===== src/rtl/regfile_wb_scheduler_pkg.sv =====
// Shared core definitions for the regfile writeback scheduler:
// default widths, the zero-register constant and the write-source tag.
package regfile_wb_scheduler_pkg;

    localparam int WIDTH_DEF      = 32;
    localparam int ADDR_WIDTH_DEF = 5;

    localparam logic [ADDR_WIDTH_DEF-1:0] REG_ZERO = '0;

    // Tag carried with the registered write so the scoreboard knows
    // whether the write retires an outstanding long-latency result.
    typedef enum logic {
        WB_ALU  = 1'b0,
        WB_LONG = 1'b1
    } wb_src_e;

endpackage


===== src/rtl/regfile_wb_scheduler_scoreboard.sv =====
// Pending-write scoreboard: one bit per register, set/clear ports,
// hazard lookup for rs1/rs2/rd and a pending lookup for a returning rd.
// Ports: clk, rst (async active-low), set_*, clr_*, issue lookup
// (rs1/rs2/rd + use flags) -> hazard, lk_addr -> lk_pending.
module regfile_scoreboard
    import regfile_wb_scheduler_pkg::*;
#(
    parameter int ADDR_WIDTH = ADDR_WIDTH_DEF,
    parameter int DEPTH      = 32
) (
    input  logic                  clk,
    input  logic                  rst,
    input  logic                  set_en,
    input  logic [ADDR_WIDTH-1:0] set_addr,
    input  logic                  clr_en,
    input  logic [ADDR_WIDTH-1:0] clr_addr,
    input  logic [ADDR_WIDTH-1:0] rs1,
    input  logic [ADDR_WIDTH-1:0] rs2,
    input  logic [ADDR_WIDTH-1:0] rd,
    input  logic                  use_rs1,
    input  logic                  use_rs2,
    output logic                  hazard,
    input  logic [ADDR_WIDTH-1:0] lk_addr,
    output logic                  lk_pending
);

    logic [DEPTH-1:0] pending;
    logic [DEPTH-1:0] pending_nxt;

    // Clear applied first so a same-edge set on the same register wins.
    always_comb begin
        pending_nxt = pending;
        if (clr_en) pending_nxt[clr_addr] = 1'b0;
        if (set_en) pending_nxt[set_addr] = 1'b1;
        pending_nxt[0] = 1'b0;
    end

    always_ff @(posedge clk or negedge rst) begin
        if (!rst) pending <= '0;
        else      pending <= pending_nxt;
    end

    assign hazard = (use_rs1 & pending[rs1])
                  | (use_rs2 & pending[rs2])
                  | pending[rd];

    assign lk_pending = pending[lk_addr];

endmodule


===== src/rtl/regfile_wb_scheduler.sv =====
// Regfile write-port scheduler: arbitrates ALU vs long-latency writeback,
// tracks outstanding long results and stalls issue on RAW/WAW/starvation.
// Ports: clk, rst (async active-low), issue_* / stall, alu_*, lsu_* /
// lsu_ready, we0/wr_addr0/wr_din0 to the regfile, sticky wb_err.
module regfile_wb_scheduler
    import regfile_wb_scheduler_pkg::*;
#(
    parameter int WIDTH        = WIDTH_DEF,
    parameter int ADDR_WIDTH   = ADDR_WIDTH_DEF,
    parameter int DEPTH        = 32,
    parameter int STARVE_LIMIT = 4
) (
    input  logic                  clk,
    input  logic                  rst,
    input  logic                  issue_valid,
    input  logic [ADDR_WIDTH-1:0] issue_rd,
    input  logic                  issue_long,
    input  logic [ADDR_WIDTH-1:0] issue_rs1,
    input  logic [ADDR_WIDTH-1:0] issue_rs2,
    input  logic                  issue_use_rs1,
    input  logic                  issue_use_rs2,
    output logic                  stall,
    input  logic                  alu_valid,
    input  logic [ADDR_WIDTH-1:0] alu_rd,
    input  logic [WIDTH-1:0]      alu_data,
    input  logic                  lsu_valid,
    input  logic [ADDR_WIDTH-1:0] lsu_rd,
    input  logic [WIDTH-1:0]      lsu_data,
    output logic                  lsu_ready,
    output logic                  we0,
    output logic [ADDR_WIDTH-1:0] wr_addr0,
    output logic [WIDTH-1:0]      wr_din0,
    output logic                  wb_err
);

    localparam int CW = $clog2(STARVE_LIMIT + 1);
    localparam logic [ADDR_WIDTH-1:0] RZ = ADDR_WIDTH'(REG_ZERO);

    wb_src_e       wr_src;
    logic [CW-1:0] starve_cnt;
    logic [CW-1:0] starve_nxt;
    logic          drain;
    logic          hazard;
    logic          lsu_pend;
    logic          accept;
    logic          refused;

    assign lsu_ready = lsu_valid & ~alu_valid;
    assign refused   = lsu_valid & ~lsu_ready;
    assign stall     = issue_valid & (hazard | drain);
    assign accept    = issue_valid & ~stall;

    regfile_scoreboard #(
        .ADDR_WIDTH (ADDR_WIDTH),
        .DEPTH      (DEPTH)
    ) u_sb (
        .clk        (clk),
        .rst        (rst),
        .set_en     (accept & issue_long & (issue_rd != RZ)),
        .set_addr   (issue_rd),
        .clr_en     (we0 & (wr_src == WB_LONG)),
        .clr_addr   (wr_addr0),
        .rs1        (issue_rs1),
        .rs2        (issue_rs2),
        .rd         (issue_rd),
        .use_rs1    (issue_use_rs1),
        .use_rs2    (issue_use_rs2),
        .hazard     (hazard),
        .lk_addr    (lsu_rd),
        .lk_pending (lsu_pend)
    );

    // Registered write port: one cycle from acceptance to regfile write.
    always_ff @(posedge clk or negedge rst) begin
        if (!rst) begin
            we0      <= 1'b0;
            wr_addr0 <= '0;
            wr_din0  <= '0;
            wr_src   <= WB_ALU;
        end else if (alu_valid) begin
            we0      <= (alu_rd != RZ);
            wr_addr0 <= alu_rd;
            wr_din0  <= alu_data;
            wr_src   <= WB_ALU;
        end else if (lsu_valid) begin
            we0      <= (lsu_rd != RZ);
            wr_addr0 <= lsu_rd;
            wr_din0  <= lsu_data;
            wr_src   <= WB_LONG;
        end else begin
            we0      <= 1'b0;
        end
    end

    always_comb begin
        starve_nxt = '0;
        if (refused) begin
            if (starve_cnt < CW'(STARVE_LIMIT)) starve_nxt = starve_cnt + 1'b1;
            else                                starve_nxt = starve_cnt;
        end
    end

    // drain rises together with the counter reaching the limit and
    // only drops once the long writeback finally gets the port.
    always_ff @(posedge clk or negedge rst) begin
        if (!rst) begin
            starve_cnt <= '0;
            drain      <= 1'b0;
            wb_err     <= 1'b0;
        end else begin
            starve_cnt <= starve_nxt;
            if (lsu_ready)
                drain <= 1'b0;
            else if (starve_nxt == CW'(STARVE_LIMIT))
                drain <= 1'b1;
            if (lsu_ready && (lsu_rd != RZ) && !lsu_pend)
                wb_err <= 1'b1;
        end
    end

endmodule

===== config.mk =====
export PLATFORM = sky130hd
export DESIGN_NAME = regfile_wb_scheduler
export DESIGN_NICKNAME = d
export VERILOG_FILES = /design/src/rtl/regfile_wb_scheduler_pkg.sv /design/src/rtl/regfile_wb_scheduler_scoreboard.sv /design/src/rtl/regfile_wb_scheduler.sv
export SDC_FILE = /design/constraint.sdc
export NUM_CORES = 1
export LEC_CHECK = 0
export CORE_UTILIZATION = 47
export CTS_CLUSTER_DIAMETER = 80
export DETAILED_ROUTE_END_ITERATION = 12
export PLACE_DENSITY = 0.81
export SYNTH_ARGS = -nofsm -noshare
export SYNTH_HDL_FRONTEND = slang
export SYNTH_HIERARCHICAL = 1
export SYNTH_SLANG_ARGS = --single-unit

===== constraint.sdc =====
create_clock -name clk -period 3.5 [get_ports clk]
set_input_delay 0.7 -clock clk [delete_from_list [all_inputs] [get_ports clk]]
set_output_delay 0.7 -clock clk [all_outputs]
set_load 0.03 [all_outputs]

# Word-level counts from Yosys, hierarchy flattened
# Cells that the tools add are included.
[classes]
reduce_logical = 10
n_mux = 26
n_bitwise = 18
n_lt_le_gt_ge = 8
addsub = 1
eq_ne = 1
[op_table]
columns = ["op", "n"]
rows = [
  ["$mux W32", 4],
  ["$and A32 B32 Y32", 1],
  ["$not A32 Y32", 1],
  ["$or A32 B32 Y32", 1],
  ["$lt A5 B6 Y1 const B", 5],
  ["$bmux W1 S5", 4],
  ["$reduce_bool A5 Y1", 3],
  ["$mux W1", 12],
  ["$demux W1 S5", 2],
  ["$ge A5 B1 Y1 const B", 2],
  ["$mux W5", 2],
  ["$and A1 B1 Y1", 9],
  ["$mux W3", 2],
  ["$logic_and A1 B1 Y1", 4],
  ["$reduce_bool A2 Y1", 2],
  ["$add A3 B1 Y3 const B", 1],
  ["$eq A3 B3 Y1 const B", 1],
  ["$lt A3 B3 Y1 const B", 1],
  ["$not A1 Y1", 3],
  ["$or A1 B1 Y1", 3],
  ["$logic_not A1 Y1", 1],
]
[word_totals]
out_inout_bits = 41
ff_bits = 75
wordCells = 72
input_bits = 97

# Depth between registers and ports, before layout
# Gate-level depths: netlist (run 1).
[logic_depth]
word_depth = 12
mapped_depth = 9
mapped_depth_nobuf = 8

# Modules after synthesis
# The synthesis (run 1) kept the hierarchy.
[modules_own_cells]
columns = ["mod", "area_each_um2", "seq_area_each_um2", "cells_each", "instances"]
rows = [
  ["regfile_scoreboard", 2326.0, 775.7, 210, 1],
  ["regfile_wb_scheduler", 2058.2, 1101.1, 196, 1],
]

# Least setup slack after synthesis (run 1)
# Ideal clock, no wire load.
[synth_path]
path_type = "in2reg"
start = "input issue_rd[2]"
end = "register u_sb.pending[8]"
slack_ns = 0.131
required_ns = 3.417
setup_time_ns = 0.083
path_stages = 8
path_buffers = 1
arrival_time_ns = 3.287
cell_sequence = "clkbuf_1 > mux4_2 > mux4_2 > nand2_1 > nand4_1 > nor4_1 > or3b_2 > o21ai_0"
[synth_via]
elab_chain_len = 10
word_cells_on_any_way = 17
classes_between = "2 x order compare; 5 x mux; 8 x bitwise; 2 x reduce/logical"
[synth_lines]
columns = ["element", "line", "source"]
rows = [
  ["start: declaration", "regfile_wb_scheduler.sv:16", "input logic [ADDR_WIDTH-1:0] issue_rd,"],
  ["$bmux W1 S5", "regfile_wb_scheduler_scoreboard.sv:45", "| pending[rd];"],
  ["$mux W1 (not written as such)", "regfile_wb_scheduler_scoreboard.sv:45", ""],
  ["$or A1 B1 Y1", "regfile_wb_scheduler_scoreboard.sv:45", ""],
  ["net hazard", "regfile_wb_scheduler.sv:43", "logic hazard;"],
  ["$or A1 B1 Y1", "regfile_wb_scheduler.sv:50", "assign stall = issue_valid & (hazard | drain);"],
  ["$and A1 B1 Y1", "regfile_wb_scheduler.sv:50", ""],
  ["$not A1 Y1", "regfile_wb_scheduler.sv:51", "assign accept = issue_valid & ~stall;"],
  ["$and A1 B1 Y1", "regfile_wb_scheduler.sv:51", ""],
  ["$and A1 B1 Y1 (2 in a row)", "regfile_wb_scheduler.sv:59", ".set_en (accept & issue_long & (issue_rd != RZ)),"],
  ["$mux W32", "regfile_wb_scheduler_scoreboard.sv:34", "if (set_en) pending_nxt[set_addr] = 1'b1;"],
  ["net u_sb.pending_nxt[8]", "regfile_wb_scheduler_scoreboard.sv:28", "logic [DEPTH-1:0] pending_nxt;"],
  ["end signal: assignment", "regfile_wb_scheduler_scoreboard.sv:40", "else pending <= pending_nxt;"],
  ["end: declaration", "regfile_wb_scheduler_scoreboard.sv:27", "logic [DEPTH-1:0] pending;"],
]
# The timed path passes the listed nets, and every way through them passes these cells. The select of a mux whose other input is x is not followed.
# A chain may end at the register's enable or synchronous reset.

# Final worst setup path (run 1)
[layout_path]
start = "input issue_rs2[0]"
end = "output stall"
[layout_via]
elab_chain_len = 7
[layout_lines]
columns = ["element", "line", "source"]
rows = [
  ["start: declaration", "regfile_wb_scheduler.sv:19", "input logic [ADDR_WIDTH-1:0] issue_rs2,"],
  ["$bmux W1 S5", "regfile_wb_scheduler_scoreboard.sv:44", "| (use_rs2 & pending[rs2])"],
  ["$mux W1 (not written as such)", "regfile_wb_scheduler_scoreboard.sv:44", ""],
  ["$and A1 B1 Y1", "regfile_wb_scheduler_scoreboard.sv:44", ""],
  ["$or A1 B1 Y1", "regfile_wb_scheduler_scoreboard.sv:44", ""],
  ["$or A1 B1 Y1", "regfile_wb_scheduler_scoreboard.sv:45", ""],
  ["net hazard", "regfile_wb_scheduler.sv:43", ""],
  ["$or A1 B1 Y1", "regfile_wb_scheduler.sv:50", ""],
  ["$and A1 B1 Y1", "regfile_wb_scheduler.sv:50", ""],
  ["end: declaration", "regfile_wb_scheduler.sv:22", "output logic stall,"],
]
# The timed path passes the listed nets, and every way through them passes these cells. The select of a mux whose other input is x is not followed.

==> reports/summary.md, run 1 <==
The flow ran to the end, and the final reports show no timing, DRC or antenna violations. The commonest cells after synthesis are 91 x o21ai_0, 75 x dfrtp_1, 49 x nand2_1. The worst register-to-register path ends at u_sb/pending[8].

The synthesized design spends more area on one cell type than any other, namely dfrtp_1. Counting flops with a built-in enable in the synthesized netlist gives 0. The data arrival time at the worst-slack endpoint was 2.74 ns; the horizontal die dimension was 98.6 microns. The die covers 9720 sq um.

The tools report the combinational cell fraction of total power as 32.6%. Fraction of post-synthesis cell area in the top cell type by area: 42.8%. Among all flip-flop cells after synthesis, the most frequent one is dfrtp_1. Setup violations remaining at the end of the flow were counted as 0. Entering global routing, the biggest net connects 78 pins. The switching power is 894 uW, and the internal power consumption is 1.73 mW. For this design, the sink count on the clock tree is 75. For this design the ratio of total power to cell area is 426 nW/um^2.

Clock skew on the completed layout was measured at 0.0129 ns. The number of instances in the synthesized netlist is 406, and the final-report hold violation count is 0. For this run, asynchronously set or reset flops after synthesis account for 100%.

The worst path uses 98.3% of the clock period. A synthesized cell averages 10.8 sq um. The worst supply voltage drop on vdd is 0.000220 V. The startpoint of the worst-slack reg-to-reg timing path is u_sb/pending[9]. Along the worst path, the maximum fanout reaches 9. The share of the Yosys chip area taken by registers is 42.8%.

The total I/O pin count was 138. From bottom edge to top edge, the die measures 98.6 microns. The power after layout was 2.63 mW; the number of DRC markers after the initial detailed-route iteration was 377. The average wire per standard cell is 20.5 microns. Wires add up to 13,800 microns. The root buffer cell is clkbuf_8.

The via count of the first global-routing pass was 4,297. For this configuration, the core starts out at a cell density of 49.3%. Max-cap violations in this run came to 0. The later pin in the worst-skew pair is clocked with a latency of 0.34 ns. The placed instances occupy a cell area of 5970 sq um.

The cell area after synthesis is 4380 sq um. After clock tree synthesis, the clock-pin slew on the worst setup and hold paths is 0.08 ns. Derived from the worst setup path, the maximum achievable clock frequency is 291 MHz.

Cells with a size suffix above 1 make up 16.8% of the layout. Summing over every cut layer, the via total after detailed routing is 4,208. The number of antenna diodes in the final layout is 0. The tightest min-delay check is of the reg2reg type. After layout, the worst setup slack is 0.0607 ns. Startpoint kind of the worst setup timing path: a primary input. Once detail routing completed, the nets flagged for antenna violations numbered 0. Ranked by total cell area, the synthesized netlist is headed by dfrtp_1 43%, mux4_2 15%, o21ai_0 10%. The clock network fraction of design power was 20.8%. The tools report the worst hold slack as 0.495 ns. Synthesis produced a netlist with a net count of 504. The count of hold buffers inserted by post-cts repair was 0.

The reg2reg setup slack is 0.39 ns, and the count of input and output buffers is 137. Counting tap cells, the placed design contains a total of 657 instances. The logs give 0 for the final number of max-transition violations and 46.6% for the part of the total power dissipated in sequential elements. In the global route stage, overall resource usage came out at 29.9%. For this run, the detailed router's first-pass iteration total came to 5. Once layout is done, the placed cells without fillers occupy 6170 sq um. The H-tree generated during clock tree synthesis spans 3 levels. The share of total power consumed by net switching came out at 34.0%. The number of clock buffers added by TritonCTS is 9. The first global-routing pass estimated 22,000 microns of wire. The worst setup path is captured at an output pin. After floorplanning, the core was divided into 34 placement rows.

The minimum clock period after layout is 3.44 ns, and the worst-case setup slack after placement is -0.761 ns. The area growth from synthesis to layout is 40.8%. The total DRC errors in the routed layout is 0, and the post-detailed-route via-to-cell ratio is 6.25. The post-layout net count is 660. Buffers added to address setup during post-CTS repair amount to 0. Setup repair after global routing left no endpoint under its margin. The total number of yosys warnings is 6. The number of cells on the worst reg-to-reg path is 8.

The core footprint is 8890 sq um, and the data required time of the worst path is 2.80 ns. The startpoint of the worst setup timing path is issue_rs2[0]. The total negative slack for setup checks is 0 ns. The filler cells instantiated in the layout total 647.

Global routing finished with a remaining overflow of 0. TritonCTS built the clock tree. The tools report the number of antenna violations at the first check in global routing as 0. In this run, synthesis produced a sequential element count of 75.

The run gives 38.4% as the worst relative slew slack. The slew at the pin closest to its max-slew limit was 0.924 ns. The endpoint of the most critical setup path is stall. The worst setup path is of the in2out kind. The most common cell in the synthesized netlist is o21ai_0. The count of cells in the finished layout, fillers not included, comes to 673. The tools report the leakage power summed over all cells as 2.46 nW.

Yosys mapped the design onto 43 distinct sky130hd cell types. In this run the deepest clock path goes through 2 buffers. The HPWL after detailed placement is 9970 microns. The run gives 1.01 as the routability-driven placement congestion ratio. The post-route core utilization was 69.4%.
==> final cells by class <==
class	count	area (sq um)	area share (%)
timing repair buffer	167	1610	26.1
sequential	75	1880	30.4
multi-input combinational	304	2380	38.6
inverter	5	18.8	0.304
tap	108	135	2.19
clock inverter	3	17.5	0.284
clock buffer	11	131	2.13
==> registers in the layout, summed over array words and instances (netlist names) <==
register,count
drain,1
starve_cnt,3
u_sb/pending,31
wb_err,1
we0,1
wr_addr0,5
wr_din0,32
wr_src,1
==> worst max-delay path: stages <==
cell,delay [ns]
dlygate4sd2_1,0.28
buf_4,0.18
nand2b_1,0.17
a211oi_2,0.23
nor4_1,0.11
o41ai_2,0.44
nand4_1,0.23
o21a_1,0.24
buf_4,0.16
==> what timing repair did <==
action / 4_1_cts / 5_1_grt
gates resized for setup: 21 / 6
endpoints found under the setup margin: 17 / 2
cloned: 2 / 0
pin swaps: 3 / 2
==> worst min-delay path by stage <==
stage / start / to / slack [ns] / depth (start not counted)
5_1_grt: wb_err / wb_err / 0.53 / 2
3_5_place_dp: wr_src / wr_src / 0.47 / 2
3_3_place_gp: wb_err / wb_err / 0.47 / 2
6_report: wr_src / wr_src / 0.49 / 2
2_1_floorplan: rst / drain / 0.40 / 0
4_1_cts: wr_src / wr_src / 0.49 / 2
==> cell families after synthesis <==
kind of cell	count (synthesis)	synth area share (%)
adder cells (fa/ha/maj)	1	0.285
AND/OR/NAND/NOR	105	12.4
flip-flops	75	42.8
buffers and inverters	27	3.31
multiplexers	78	26.3
AO/OA/AOI/OAI	120	14.9
==> power by group through the flow <==
stage	sequential, mW	clock, mW	combinational [mW]
4_1_cts	1.21	0.557	0.849
6_report	1.23	0.546	0.858
3_5_place_dp	1.22	0	0.838
3_3_place_gp	1.22	0	0.808
5_1_grt	1.24	0.594	0.918
2_1_floorplan	1.21	0	0.432
==> cell usage in the layout (no fill, tap or decap), types with 3 or more instances in the layout <==
| cell type | netlist | final |
|---|---|---|
| clkdlybuf4s50_1 | 0 | 126 |
| o21ai_0 | 91 | 91 |
| dfrtp_1 | 75 | 75 |
| nand2_1 | 49 | 49 |
| mux2i_1 | 42 | 42 |
| mux4_2 | 29 | 29 |
| buf_4 | 3 | 25 |
| nor2_1 | 10 | 10 |
| o21ai_1 | 10 | 10 |
| nand3b_1 | 10 | 10 |
| clkbuf_8 | 0 | 9 |
| nor2b_1 | 8 | 8 |
| mux2_2 | 7 | 7 |
| nand2b_1 | 6 | 6 |
| inv_1 | 5 | 5 |
| buf_2 | 11 | 4 |
| dlygate4sd2_1 | 0 | 4 |
| nand3_1 | 4 | 4 |
| or3b_2 | 4 | 4 |
| buf_6 | 1 | 3 |
==> metal layers <==
layer | vias up | wire [microns] | track usage [%]
met2 | 298 | 6670 | 48.3
met1 | 2018 | 5060 | 36.4
li1 | 1839 | - | -
met4 | 0 | 517 | 16.4
met5 | - | 0 | 0
met3 | 53 | 1540 | 8.44
Power figures use the tool's default switching activity.
==> run 2: changes to the inputs <==
--- a/config.mk
+++ b/config.mk
@@ -5,6 +5,7 @@
 export SDC_FILE = /design/constraint.sdc
 export NUM_CORES = 1
 export LEC_CHECK = 0
+export CAP_MARGIN = 20
 export CORE_UTILIZATION = 47
 export CTS_CLUSTER_DIAMETER = 80
 export DETAILED_ROUTE_END_ITERATION = 12
==> results of run 2 <==
Same layout as run 1: the final DEF is identical, and so are final timing and power.
==> run 3: changes to the inputs <==
--- a/config.mk
+++ b/config.mk
@@ -5,10 +5,12 @@
 export SDC_FILE = /design/constraint.sdc
 export NUM_CORES = 1
 export LEC_CHECK = 0
-export CAP_MARGIN = 20
+export ABC_CLOCK_PERIOD_IN_PS = 3500
+export CAP_MARGIN = 10
 export CORE_UTILIZATION = 47
 export CTS_CLUSTER_DIAMETER = 80
 export DETAILED_ROUTE_END_ITERATION = 12
+export HOLD_SLACK_MARGIN = 0.03
 export PLACE_DENSITY = 0.81
 export SYNTH_ARGS = -nofsm -noshare
 export SYNTH_HDL_FRONTEND = slang
==> results of run 3 <==
Same layout as run 1: the final DEF is identical, and so are final timing and power.
